## src/rtl/booth_multiplier_if.sv

```systemverilog
// Operand/result bundle for the sequential Booth multiplier.
// The master drives operands and commands. The multiplier is the slave.
interface booth_multiplier_if;
    logic        op_start;
    logic        op_clear;
    logic [31:0] multiplier;
    logic [31:0] multiplicand;
    logic        op_done;
    logic [63:0] result;

    modport master (
        output op_start, op_clear, multiplier, multiplicand,
        input  op_done, result
    );
    modport slave (
        input  op_start, op_clear, multiplier, multiplicand,
        output op_done, result
    );
endinterface

```

## src/rtl/booth_multiplier.sv

```systemverilog
// Signed 32x32->64 radix-2 Booth multiplier: one Booth step per clock, 32 steps.
// The product {U,V} is held in DONE until op_clear.
module booth_reg #(
    parameter int W = 1
) (
    input  logic         clk,
    input  logic         reset,
    input  logic [W-1:0] d,
    output logic [W-1:0] q
);
    always_ff @(posedge clk or posedge reset) begin
        if (reset) q <= '0;
        else       q <= d;
    end
endmodule

module booth_multiplier (
    input  logic              clk,
    input  logic              reset,
    booth_multiplier_if.slave bus
);
    typedef enum logic [1:0] {
        INIT = 2'b00,
        EXEC = 2'b01,
        DONE = 2'b10
    } state_t;

    logic [1:0]  state_q, state_d;
    logic [5:0]  count_q, count_d;
    logic [31:0] x_q, x_d, m_q, m_d, u_q, u_d, v_q, v_d;
    logic        xp_q, xp_d;
    logic [32:0] sum;

    booth_reg #(.W(2))  u_state (.clk(clk), .reset(reset), .d(state_d), .q(state_q));
    booth_reg #(.W(6))  u_count (.clk(clk), .reset(reset), .d(count_d), .q(count_q));
    booth_reg #(.W(32)) u_x     (.clk(clk), .reset(reset), .d(x_d),     .q(x_q));
    booth_reg #(.W(32)) u_m     (.clk(clk), .reset(reset), .d(m_d),     .q(m_q));
    booth_reg #(.W(32)) u_u     (.clk(clk), .reset(reset), .d(u_d),     .q(u_q));
    booth_reg #(.W(32)) u_v     (.clk(clk), .reset(reset), .d(v_d),     .q(v_q));
    booth_reg #(.W(1))  u_xp    (.clk(clk), .reset(reset), .d(xp_d),    .q(xp_q));

    // 33-bit add/sub keeps M = -2^31 exact
    always_comb begin
        case ({x_q[0], xp_q})
            2'b10:   sum = {u_q[31], u_q} - {m_q[31], m_q};
            2'b01:   sum = {u_q[31], u_q} + {m_q[31], m_q};
            default: sum = {u_q[31], u_q};
        endcase
    end

    always_comb begin
        state_d = state_q;
        count_d = count_q;
        x_d     = x_q;
        m_d     = m_q;
        u_d     = u_q;
        v_d     = v_q;
        xp_d    = xp_q;
        if (bus.op_clear) begin
            state_d = INIT;
            count_d = '0;
            x_d     = '0;
            m_d     = '0;
            u_d     = '0;
            v_d     = '0;
            xp_d    = 1'b0;
        end else begin
            case (state_t'(state_q))
                INIT: if (bus.op_start) begin
                    state_d = EXEC;
                    x_d     = bus.multiplier;
                    m_d     = bus.multiplicand;
                    u_d     = '0;
                    v_d     = '0;
                    xp_d    = 1'b0;
                    count_d = '0;
                end
                EXEC: begin
                    u_d     = sum[32:1];
                    v_d     = {sum[0], v_q[31:1]};
                    xp_d    = x_q[0];
                    x_d     = x_q >> 1;
                    count_d = count_q + 6'd1;
                    if (count_q == 6'd31) state_d = DONE;
                end
                DONE: ;
                // encoding 11 recovers to INIT
                default: state_d = INIT;
            endcase
        end
    end

    assign bus.op_done = (state_t'(state_q) == DONE);
    assign bus.result  = {u_q, v_q};
endmodule
```

## src/flat_wrapper.sv

```systemverilog
// flat-port wrapper written by rule: the top's interface ports become plain ports
module booth_multiplier_flat 
  (clk, reset, bus_op_start, bus_op_clear, bus_multiplier, bus_multiplicand, bus_op_done, bus_result);
  booth_multiplier_if bus_i ();
  input  logic clk;
  input  logic reset;
  input wire logic [$bits(bus_i.op_start)-1:0] bus_op_start;
  input wire logic [$bits(bus_i.op_clear)-1:0] bus_op_clear;
  input wire logic [$bits(bus_i.multiplier)-1:0] bus_multiplier;
  input wire logic [$bits(bus_i.multiplicand)-1:0] bus_multiplicand;
  output wire logic [$bits(bus_i.op_done)-1:0] bus_op_done;
  output wire logic [$bits(bus_i.result)-1:0] bus_result;
  assign bus_i.op_start = bus_op_start;
  assign bus_i.op_clear = bus_op_clear;
  assign bus_i.multiplier = bus_multiplier;
  assign bus_i.multiplicand = bus_multiplicand;
  assign bus_op_done = bus_i.op_done;
  assign bus_result = bus_i.result;
  booth_multiplier u_core (.clk(clk), .reset(reset), .bus(bus_i));
endmodule
```

## config.mk

```make
export PLATFORM = sky130hd
export DESIGN_NAME = booth_multiplier_flat
export DESIGN_NICKNAME = d
export VERILOG_FILES = /design/src/rtl/booth_multiplier_if.sv /design/src/rtl/booth_multiplier.sv /design/src/flat_wrapper.sv
export SDC_FILE = /design/constraint.sdc
export NUM_CORES = 1
export LEC_CHECK = 0
export CAP_MARGIN = 20
export CORE_UTILIZATION = 30
export DETAILED_ROUTE_END_ITERATION = 8
export SYNTH_ARGS = -nofsm -noshare
export SYNTH_HDL_FRONTEND = slang
export SYNTH_HIERARCHICAL = 1
export SYNTH_SLANG_ARGS = --single-unit
```

## constraint.sdc

```tcl
create_clock -name clk -period 5.4 [get_ports clk]
set_input_delay 1.62 -clock clk [delete_from_list [all_inputs] [get_ports clk]]
set_output_delay 1.62 -clock clk [all_outputs]
set_load 0.03 [all_outputs]
```

# Word level (Yosys, flattened, before mapping)
# Index checks and enable logic that the tools add are counted.
[op_classes]
n_addsub = 3
reduce_logical = 8
eq_ne = 9
muxes = 22
[ops]
columns = ["operator", "count"]
rows = [
  ["$mux W32", 8],
  ["$pmux W32 S2", 3],
  ["$pmux W33 S2", 1],
  ["$add A32 B32 Y33", 1],
  ["$sub A32 B32 Y33", 1],
  ["$mux W6", 2],
  ["$pmux W6 S2", 1],
  ["$add A6 B1 Y6 const B", 1],
  ["$eq A6 B5 Y1 const B", 1],
  ["$mux W2", 3],
  ["$pmux W2 S3", 1],
  ["$reduce_and A3 Y1", 2],
  ["$eq A2 B1 Y1 const B", 2],
  ["$eq A2 B2 Y1 const B", 2],
  ["$ne A4 B4 Y1 const B", 1],
  ["$reduce_and A2 Y1", 2],
  ["$reduce_bool A2 Y1", 2],
  ["$ne A3 B2 Y1 const B", 1],
  ["$ne A3 B3 Y1 const B", 1],
  ["$reduce_bool A3 Y1", 1],
  ["$logic_not A2 Y1", 1],
  ["$mux W1", 2],
  ["$ne A2 B2 Y1 const B", 1],
  ["$pmux W1 S2", 1],
]
[totals]
ff_bits = 137
inputBits = 68
elab_cells = 50

# Logic depth before layout (Yosys ltp)
# Gate-level depths: netlist of run 1.
[depth]
ltp_word = 4
depth_mapped = 16
mapped_depth_nobuf = 16

# Modules after synthesis
# Netlist of run 1, hierarchy kept.
[by_module_without_submodules]
columns = ["module", "seq_area_each_um2", "cells_each", "n_inst", "area_per_inst_um2"]
rows = [
  ["booth_multiplier", 0.0, 760, 1, 4785.8],
  ["booth_reg (u_core.u_m ...)", 800.8, 33, 4, 804.5],
  ["booth_reg (u_core.u_count)", 150.1, 7, 1, 153.9],
  ["booth_reg (u_core.u_state)", 50.0, 3, 1, 53.8],
  ["booth_reg (u_core.u_xp)", 25.0, 2, 1, 28.8],
]

# Worst setup path before layout of run 1
# Ideal clock, no wire load.
[synth_timing]
path_type = "flip-flop to flip-flop"
startpoint = "reg u_core.u_m.q[4]"
endpoint = "reg u_core.u_u.q[29]"
path_stages_with_launch = 17
setup_ns = 0.077
path_buffers = 0
required_time_ns = 5.323
arrival_ns = 3.675
setup_slack_ns = 1.647
cell_sequence = "dfrtp_1 > or3_4 > or4_4 > nor3_2 > and2_4 > nand2_2 > nor2_4 > a21oi_1 > xor2_1 > ha_1 > nand3_1 > nor4_1 > o211a_1 > nor3_1 > o21ai_0 > or3b_1 > a21oi_1"
[synth_via]
elab_chain_cells = 4
word_cells_on_any_way = 5
[synth_rtl]
columns = ["element", "line_no", "text"]
rows = [
  ["start, declared", "booth_multiplier.sv:9", "output logic [W-1:0] q"],
  ["start signal, assigned", "booth_multiplier.sv:12", "if (reset) q <= '0;"],
  ["start signal, assigned", "booth_multiplier.sv:13", "else q <= d;"],
  ["$add A32 B32 Y33 or $sub A32 B32 Y33 (tied branches)", "booth_multiplier.sv:46, booth_multiplier.sv:45", ""],
  ["$pmux W33 S2 (*)", "booth_multiplier.sv:44", "case ({x_q[0], xp_q})"],
  ["$pmux W32 S2 (*)", "booth_multiplier.sv:68", "case (state_t'(state_q))"],
  ["$mux W32 (*)", "booth_multiplier.sv:59", "if (bus.op_clear) begin"],
  ["named net u_core.u_d[29]", "booth_multiplier.sv:30", "logic [31:0] x_q, x_d, m_q, m_d, u_q, u_d, v_q, v_d;"],
  ["end signal, assigned", "booth_multiplier.sv:12", ""],
  ["end signal, assigned", "booth_multiplier.sv:13", ""],
  ["end, declared", "booth_multiplier.sv:9", ""],
]
# The timed path passes the listed nets; every way through them passes the cells marked *.
# A chain may end at the register's enable or synchronous reset.

# Worst setup path after layout of run 1
[layout_timing]
startpoint = "reg u_core.u_m.q[4]"
endpoint = "reg u_core.u_u.q[31]"
# The elaborated chain is that of the path after synthesis.

==> results_dict.tcl, run 1 <==
set metrics [dict create \
    status "completed" \
    synth_edf_count 0 \
    max_freq_ghz 0.2401 \
    placed_cell_area_sq_um 9899 \
    grt_usage_pct 17.15 \
    yosysTopAreaCell "dfrtp_1" \
    ant_nets 0 \
    cts_resized 0 \
    std_cell_rows 60 \
    cts_tree "yes" \
    combPwrFrac_pct 33.0 \
    setup-violations-final 0 \
    fin_cells 1366 \
    cp-start-kind "register" \
    hold_class "register to register" \
    cp_slowest_cell "or4_4" \
    wl_um 23840 \
    cts_buffers 17 \
    p_clk_share_pct 33.3 \
    synthTopCellsByCount "dfrtp_1 (137), nor2_1 (88), a21oi_1 (69), inv_1 (54), nand2_1 (51)" \
    grt_pass1_wl_um 38300 \
    hold_slack_ns 0.5318 \
    portBuffers 132 \
    dr.pass1.iters 5 \
    tightest_slew_ns 0.9913 \
    min_period_ns 4.165 \
    clock_skew_ns 0.006813 \
    place_congestion 0.8656 \
    synth_top_cell_area_share_pct 41.60 \
    arrival_ns 4.45 \
    antenna_found_initial 0 \
    hold-path-endpoint "u_core/u_v/q[0]$_DFF_PP0_" \
    placed_cells 1333 \
    overflow 0 \
    reg2reg_slack_ns 1.23 \
    yosys_warnings 6 \
    slew_viol_final 0 \
    rr_endpoint "u_core/u_u/q[31]$_DFF_PP0_" \
    numClockSinks 137 \
    rsz0062_at_grt "false" \
    holdPathStages 2 \
    pre_cts_ws_ns 1.248 \
    leakagePower_nw 4.584 \
    synth_area_leaders "dfrtp_1 (42%), ha_1 (5.3%), xor2_1 (4.6%), a21oi_1 (4.2%), nor2_1 (4.0%)" \
    p_sw_mw 1.236 \
    die-width_um 167.7 \
    crit_path_end_kind "register" \
    wl_per_cell_um 17.45 \
    synthFlopType "dfrtp_1" \
    fin_area_sq_um 10500 \
    hold_buffers 0 \
    cts_setup_buffers 0 \
    antenna_cells 0 \
    die_area_sq_um 28140 \
    viasPerCell 5.401 \
    nets 1116 \
    drtIter0Drc 422 \
    initial_core_util_pct 30.58 \
    grt_pass1_vias 7164 \
    crit_fanout 6 \
    die_h_um 167.7 \
    p_int_mw 2.203 \
    syn-mean-instance-area_sq_um 9.115 \
    fin_setup_tns_ns 0 \
    seqPwrFrac_pct 33.6 \
    ff2ff_path_depth 15 \
    async_flop_share_pct 100.0 \
    critPathKind "register to register" \
    cp_cell_sequence "or3_4 -> or4_4 -> nor3_2 -> and2_4 -> a21oi_1 -> xor2_1 -> ha_1 -> a21o_1 -> a21o_1 -> a21oi_1 -> o21ai_0 -> a2111oi_0 -> a211oi_1 -> xnor2_1 -> o22ai_1" \
    syn_nets 1008 \
    required_ns 5.68 \
    maxCapViolCount 0 \
    ys_ff_latch 137 \
    p_total_mw 3.439 \
    ys_seq_area_share_pct 41.60 \
    syn_area_sq_um 8240 \
    hold_viol_final 0 \
    grt_max_degree 63 \
    layout_setup_ws_ns 1.235 \
    vias 7378 \
    clockBufferDepth 2 \
    drive_gt1_share_pct 7.317 \
    synthMostInstantiatedCell "dfrtp_1" \
    cpPeakStageDelay_ns 0.44 \
    core_area_sq_um 26950 \
    ios 133 \
    worstHoldStart "u_core/u_v/q[0]$_DFF_PP0_" \
    r2r-start "u_core/u_m/q[4]$_DFF_PP0_" \
    clk_latency_ns 0.42 \
    htree_levels 4 \
    dp_hpwl_um 16530 \
    ir_drop_mv 0.1383 \
    ys_types 66 \
    drc 0 \
    finalCritPeriodShare_pct 77.14 \
    areaGrowthSynthToFinish_pct 27.41 \
    powerDensity_nw_per_um2 327.6 \
    cts_root_buf "clkbuf_16" \
    post-route-util_pct 38.96 \
    maxSlewHeadroom_pct 33.84 \
    clkTransAtPathRegs_ns 0.07 \
    netlist_instances 904 \
    switching_share_pct 35.94 \
]
## worst max-delay path: cells and delay by family, from the launching register on
family                   cells  cell delay (ns)
AND/OR/NAND/NOR              4             1.45
XOR/XNOR                     2             0.35
adder cells (fa/ha/maj)      1             0.36
AO/OA/AOI/OAI                8             1.45
flip-flops                   1             0.40
## per-layer routing
layer | vias to the layer above | part of all wire [%] | GRT usage (%)
met4 | 0 | 2.3 | 6.342
met5 | - | 0 | 0
li1 | 3559 | - | -
met1 | 3624 | 46 | 22.96
met3 | 32 | 3.7 | 3.073
met2 | 163 | 48 | 27.57
## area by class of cell
| type | instances | area [sq um] |
|---|---|---|
| repair buffers | 148 | 1456 |
| inverters | 56 | 210.2 |
| clock buffers | 18 | 429.2 |
| flip-flops and latches | 137 | 3428 |
| fillers | 2648 | 16450 |
| clock inverters | 14 | 142.6 |
| well taps | 341 | 426.7 |
| multi-input cells | 652 | 4405 |
## state kept, by name, summed over array words and instances, names as in the netlist
| name | flops |
|---|---|
| u_core/u_state/q | 2 |
| u_core/u_x/q | 32 |
| u_core/u_xp/q | 1 |
| u_core/u_v/q | 32 |
| u_core/u_u/q | 32 |
| u_core/u_count/q | 6 |
| u_core/u_m/q | 32 |
## how the worst max path moves through the flow
stage	from	end	slack, ns	cells past startpoint
finish	u_core/u_m/q[4]$_DFF_PP0_	u_core/u_u/q[31]$_DFF_PP0_	1.23	15
global route	u_core/u_m/q[4]$_DFF_PP0_	u_core/u_u/q[29]$_DFF_PP0_	0.92	16
CTS	u_core/u_m/q[3]$_DFF_PP0_	u_core/u_u/q[29]$_DFF_PP0_	1.24	16
detailed placement	u_core/u_m/q[4]$_DFF_PP0_	u_core/u_u/q[29]$_DFF_PP0_	1.25	16
global placement	u_core/u_m/q[4]$_DFF_PP0_	u_core/u_u/q[29]$_DFF_PP0_	1.32	16
floorplan	u_core/u_m/q[4]$_DFF_PP0_	u_core/u_u/q[29]$_DFF_PP0_	1.65	16
## power groups by stage
stage          logic [mW]  clock network [mW]  registers (mW)
3_5_place_dp         1.12                   0            1.18
5_1_grt              1.25                1.22            1.17
4_1_cts              1.13                1.18            1.16
2_1_floorplan       0.791                   0            1.19
6_report             1.14                1.15            1.16
3_3_place_gp         1.12                   0            1.17
## cell families (layout without fill, tap and decap cells)
kind of cell	Yosys count	count (layout)	synth area share, %
AOI/OAI and AO/OA	332	332	27.51
xor gates and xnor gates	62	62	6.590
adders and majority gates	36	36	5.557
buffers and inverters	115	236	5.314
DFF	137	137	41.60
muxes	4	4	0.5011
and+or+nand+nor	218	218	12.92
## cell usage in the layout (no fill, tap or decap), types with 5 or more instances in the layout
cell type,Yosys,layout
a211oi_1,6,6
a21o_1,20,20
a21oi_1,69,69
a221oi_1,32,32
a22o_1,26,26
a22oi_1,34,34
a31oi_1,12,12
and3_1,7,7
buf_4,0,15
clkbuf_16,0,17
clkdlybuf4s50_1,0,131
clkinvlp_4,0,5
dfrtp_1,137,137
ha_1,35,35
inv_1,54,53
nand2_1,51,51
nand3_1,13,13
nor2_1,88,86
nor3_1,17,16
o211a_1,7,7
o211ai_1,21,21
o21ai_0,45,44
o22ai_1,34,34
or2_2,6,6
or3_1,8,8
xnor2_1,19,19
xor2_1,43,43
(Power assumes the default switching activity.)
==> run 2: changes to the inputs <==
clock period = 4.3 ns   (was 5.4 ns; I/O delays follow)
==> results_dict.tcl, run 2 (synthesis gave the netlist of run 1 again) <==
set metrics [dict create \
    rr_endpoint "u_core/u_u/q[29]$_DFF_PP0_" \
    highest_layer "met4" \
    setup-violations-final 0 \
    placed_cell_area_sq_um 9965 \
    hold-path-endpoint "u_core/u_v/q[0]$_DFF_PP0_" \
    fin_setup_tns_ns 0 \
    clock_skew_ns 0.01102 \
    antenna_found_initial 0 \
    final_cell_mix "dfrtp_1 (137), clkdlybuf4s50_1 (131), nor2_1 (86), a21oi_1 (68), inv_1 (54)" \
    wl_um 24080 \
    wl_met1_um 11360 \
    overflow 0 \
    dp_hpwl_um 16610 \
    crit_fanout 7 \
    r2r-start "u_core/u_m/q[4]$_DFF_PP0_" \
    wl_met3_um 787 \
    required_ns 4.64 \
    vias 7332 \
    numClockSinks 137 \
    clk_latency_ns 0.43 \
    tightest_slew_ns 0.6766 \
    hold_buffers 0 \
    rsz0062_at_grt "false" \
    die_area_sq_um 28140 \
    wl_per_cell_um 17.56 \
    cp-start-kind "register" \
    worstHoldStart "u_core/u_v/q[0]$_DFF_PP0_" \
    hold_class "register to register" \
    cts_tree "yes" \
    htree_levels 4 \
    ant_nets 0 \
    die-width_um 167.7 \
    max_freq_ghz 0.2428 \
    grt_pass1_wl_um 39140 \
    viasPerCell 5.348 \
    grt_pass1_vias 7235 \
    antenna_cells 0 \
    maxCapViolCount 0 \
    core_area_sq_um 26950 \
    clockBufferDepth 2 \
    layout_commonest_cell "dfrtp_1" \
    nets 1122 \
    hold_viol_final 0 \
    std_cell_rows 60 \
    drtIter0Drc 557 \
    leakagePower_nw 4.644 \
    arrival_ns 4.46 \
    drc 0 \
    ff2ff_path_depth 16 \
    initial_core_util_pct 30.58 \
    fin_area_sq_um 10610 \
    grt_usage_pct 17.53 \
    ios 133 \
    status "completed" \
    wl_met2_um 11390 \
    min_period_ns 4.118 \
    cts_buffers 17 \
    nFillCells 2654 \
    maxSlewHeadroom_pct 54.89 \
    ir_drop_mv 0.2633 \
    dr.pass1.iters 5 \
    place_congestion 0.8836 \
    die_h_um 167.7 \
    portBuffers 132 \
    slew_viol_final 0 \
    areaGrowthSynthToFinish_pct 28.70 \
    finalCritPeriodShare_pct 95.77 \
    holdPathStages 2 \
    cts_setup_buffers 0 \
    powerDensity_nw_per_um2 416.2 \
    grt_max_degree 65 \
    critPathKind "register to register" \
    drive_gt1_share_pct 8.544 \
    clkTransAtPathRegs_ns 0.07 \
    reg2reg_slack_ns 0.18 \
    crit_path_end_kind "register" \
    cts_root_buf "clkbuf_16" \
]
## run 2: cell type report
cell class / count / area (sq um) / area share (%)
Clock buffer: 18 / 439.2 / 4.141
Clock inverter: 13 / 156.4 / 1.475
Inverter: 56 / 210.2 / 1.982
Multi-Input combinational cell: 652 / 4451 / 41.97
Sequential cell: 137 / 3428 / 32.33
Tap cell: 341 / 426.7 / 4.023
Timing Repair Buffer: 154 / 1494 / 14.09
## run 2: routing by layer
| metal | track usage [%] | up-vias |
|---|---|---|
| li1 | - | 3559 |
| met4 | 6.901 | 0 |
| met1 | 23.78 | 3586 |
| met2 | 27.83 | 156 |
| met5 | 0 | - |
| met3 | 2.883 | 31 |
## run 2: repair_timing
item,in CTS,in global routing
gates resized for setup,0,11
setup endpoints to repair,0,7
hold endpoints to repair,0,0
## run 2: report_power, final
part           leakage, nW  switching, mW  internal [mW]
clock network        0.287          0.626          0.884
logic                 2.50          0.845          0.603
registers             1.85         0.0865           1.37
total                 4.64           1.56           2.86
## run 2: critical path, cell delays in order (launching register included)
cell and delay, ns:
dfrtp_1 0.41, or3_4 0.44, or4_4 0.47, nor3_4 0.18
and2_4 0.20, nand2_2 0.07, nor2_4 0.15, a21oi_1 0.10
xor2_1 0.15, ha_2 0.41, nand3_1 0.14, nor4_1 0.32
o211a_1 0.25, nor3_1 0.09, o21ai_0 0.16, or3b_1 0.36
a21oi_1 0.14
## run 2: worst max-delay path by stage
stage	startpoint	end	slack (ns)	cells after the start
2_1_floorplan	u_core/u_m/q[4]$_DFF_PP0_	u_core/u_u/q[29]$_DFF_PP0_	0.55	16
3_3_place_gp	u_core/u_m/q[4]$_DFF_PP0_	u_core/u_u/q[29]$_DFF_PP0_	0.32	15
3_5_place_dp	u_core/u_m/q[4]$_DFF_PP0_	u_core/u_u/q[29]$_DFF_PP0_	0.20	16
4_1_cts	u_core/u_m/q[4]$_DFF_PP0_	u_core/u_u/q[29]$_DFF_PP0_	0.15	16
5_1_grt	u_core/u_m/q[3]$_DFF_PP0_	u_core/u_u/q[29]$_DFF_PP0_	0.002	15
6_report	u_core/u_m/q[4]$_DFF_PP0_	u_core/u_u/q[29]$_DFF_PP0_	0.18	16
## run 2: metrics by stage
step / util (%) / setup WS, ns / hold slack [ns] / instances / power (mW)
detailed placement: 36.97 / 0.1979 / 0.5211 / 1340 / 2.892
CTS: 39.18 / 0.1487 / 0.5383 / 1371 / 4.440
floorplan: - / 0.5473 / 0.4951 / 904 / 2.491
finish: 39.35 / 0.1821 / 0.5302 / 1371 / 4.414
global placement: 36.97 / 0.3235 / 0.5103 / 1340 / 2.889
global route: 39.35 / 0.002294 / 0.5484 / 1371 / 4.682
==> run 3: changes to the inputs <==
CAP_MARGIN = unset   (was 20)
SKIP_LAST_GASP = 1   (was unset)
==> results_dict.tcl, run 3 (synthesis gave the netlist of run 1 again) <==
set metrics [dict create \
    status "completed" \
    nets 1122 \
    drtIter0Drc 518 \
    cts_setup_buffers 0 \
    arrival_ns 4.56 \
    drive_gt1_share_pct 8.155 \
    grt_pass1_wl_um 39140 \
    vias 7303 \
    ios 133 \
    die_area_sq_um 28140 \
    ir_drop_mv 0.2621 \
    p_clk_share_pct 34.3 \
    cp_num_cells 16 \
    ff2ff_path_depth 16 \
    die_h_um 167.7 \
    setup-violations-final 0 \
    cts_tree "yes" \
    layout_setup_ws_ns 0.08680 \
    dr.pass1.iters 5 \
    wl_um 23980 \
    cpPeakStageDelay_ns 0.45 \
    dp_hpwl_um 16610 \
    finalCritPeriodShare_pct 97.98 \
    slew_viol_final 0 \
    fin_cells 1371 \
    hold_viol_final 0 \
    portBuffers 132 \
    numClockSinks 137 \
    wl_per_cell_um 17.49 \
    crit_path_end_kind "register" \
    clk_latency_ns 0.43 \
    antenna_cells 0 \
    p_sw_mw 1.551 \
    cts_buffers 17 \
    critPathKind "register to register" \
    placed_cells 1340 \
    drc 0 \
    placed_cell_area_sq_um 9965 \
    p_int_mw 2.851 \
    cp_cell_sequence "or3_4 -> or4_4 -> nor3_2 -> and2_4 -> nand2_2 -> nor2_4 -> a21oi_1 -> xor2_1 -> ha_1 -> nand3_1 -> nor4_1 -> o211a_1 -> nor3_1 -> o21ai_0 -> or3b_1 -> a21oi_1" \
    critPathCapture "u_core/u_u/q[29]$_DFF_PP0_" \
    layout_commonest_cell "dfrtp_1" \
    cts_root_buf "clkbuf_16" \
    pre_cts_ws_ns 0.1979 \
    hold_buffers 0 \
    final_cell_mix "dfrtp_1 (137), clkdlybuf4s50_1 (131), nor2_1 (86), a21oi_1 (68), inv_1 (54)" \
    min_period_ns 4.213 \
    core_area_sq_um 26950 \
    clockBufferDepth 2 \
    place_congestion 0.8836 \
    reg2reg_slack_ns 0.09 \
    die-width_um 167.7 \
    grt_max_degree 65 \
    clock_skew_ns 0.01112 \
    overflow 0 \
    clkTransAtPathRegs_ns 0.07 \
    crit_fanout 7 \
    ant_nets 0 \
    leakagePower_nw 4.642 \
    viasPerCell 5.327 \
    maxSlewHeadroom_pct 55.02 \
    rsz0062_at_grt "true" \
    max_freq_ghz 0.2373 \
    rr_endpoint "u_core/u_u/q[29]$_DFF_PP0_" \
    required_ns 4.64 \
    grt_usage_pct 17.53 \
    post-route-util_pct 39.26 \
    tightest_slew_ns 0.6747 \
    grt_pass1_vias 7235 \
    htree_levels 4 \
    cts_resized 0 \
    cp-start-kind "register" \
    worstSetupStartpoint "u_core/u_m/q[4]$_DFF_PP0_" \
    antenna_found_initial 0 \
    nFillCells 2660 \
    maxCapViolCount 0 \
    r2r-start "u_core/u_m/q[4]$_DFF_PP0_" \
    seqPwrFrac_pct 33.0 \
    fin_area_sq_um 10580 \
    cp_top_family "simple AND/OR/NAND/NOR gates" \
    cp_slowest_cell "or4_4" \
    hold_slack_ns 0.5302 \
    std_cell_rows 60 \
    initial_core_util_pct 30.58 \
    powerDensity_nw_per_um2 416.0 \
    cpMostUsedCell "a21oi_1" \
    path_buf_inv 0 \
    hold_class "register to register" \
    combPwrFrac_pct 32.7 \
    switching_share_pct 35.23 \
    areaGrowthSynthToFinish_pct 28.41 \
]
## run 3: cell counts in the layout (fill, tap and decap cells not counted)
No cell type changed its count.
## run 3: how the worst min path moves through the flow
stage                     slack [ns]  depth (start not counted)                         end                        from
after global routing            0.55                          2  u_core/u_x/q[26]$_DFF_PP0_  u_core/u_x/q[26]$_DFF_PP0_
after global placement          0.51                          2   u_core/u_v/q[0]$_DFF_PP0_   u_core/u_v/q[0]$_DFF_PP0_
final                           0.53                          2   u_core/u_v/q[0]$_DFF_PP0_   u_core/u_v/q[0]$_DFF_PP0_
after detailed placement        0.52                          2   u_core/u_v/q[0]$_DFF_PP0_   u_core/u_v/q[0]$_DFF_PP0_
after floorplan                 0.50                          2     u_core/u_xp/q$_DFF_PP0_     u_core/u_xp/q$_DFF_PP0_
after CTS                       0.54                          2   u_core/u_x/q[3]$_DFF_PP0_   u_core/u_x/q[3]$_DFF_PP0_
## run 3: layout make-up
class	count	area (sq um)	share of cell area [%]
clock buffers	18	439.2	4.150
inverters	56	210.2	1.987
multi-input cells	652	4427	41.84
flip-flops and latches	137	3428	32.40
clock inverters	13	156.4	1.478
repair buffers	154	1494	14.12
well taps	341	426.7	4.032
## run 3: power groups by stage
stage          combinational (mW)  sequential [mW]  clock, mW
6_report                     1.44             1.45       1.51
5_1_grt                      1.59             1.47       1.61
4_1_cts                      1.43             1.45       1.56
3_5_place_dp                 1.42             1.48          0
3_3_place_gp                 1.41             1.48          0
2_1_floorplan               0.994             1.50          0
## run 3: stage by stage
| step | total power, mW | setup TNS [ns] |
|---|---|---|
| 6_report | 4.402 | 0 |
| 5_1_grt | 4.673 | -0.08173 |
| 4_1_cts | 4.440 | 0 |
| 3_5_place_dp | 2.892 | 0 |
| 3_3_place_gp | 2.889 | 0 |
| 2_1_floorplan | 2.491 | 0 |
## run 3: metal layers
layer / up-vias / GRT usage [%] / wire [um]
met5: - / 0 / 0
met4: 0 / 6.901 / 546
met3: 31 / 2.883 / 903
met2: 175 / 27.83 / 11350
met1: 3544 / 23.78 / 11180
li1: 3553 / - / -
## run 3: worst reg2reg max path, cell delays in order (launching register included)
cell and delay, ns:
dfrtp_1 0.41, or3_4 0.44, or4_4 0.45, nor3_2 0.22, and2_4 0.22, nand2_2 0.07, nor2_4 0.15, a21oi_1 0.10
xor2_1 0.15, ha_1 0.43, nand3_1 0.17, nor4_1 0.32, o211a_1 0.25, nor3_1 0.09, o21ai_0 0.17, or3b_1 0.36
a21oi_1 0.14
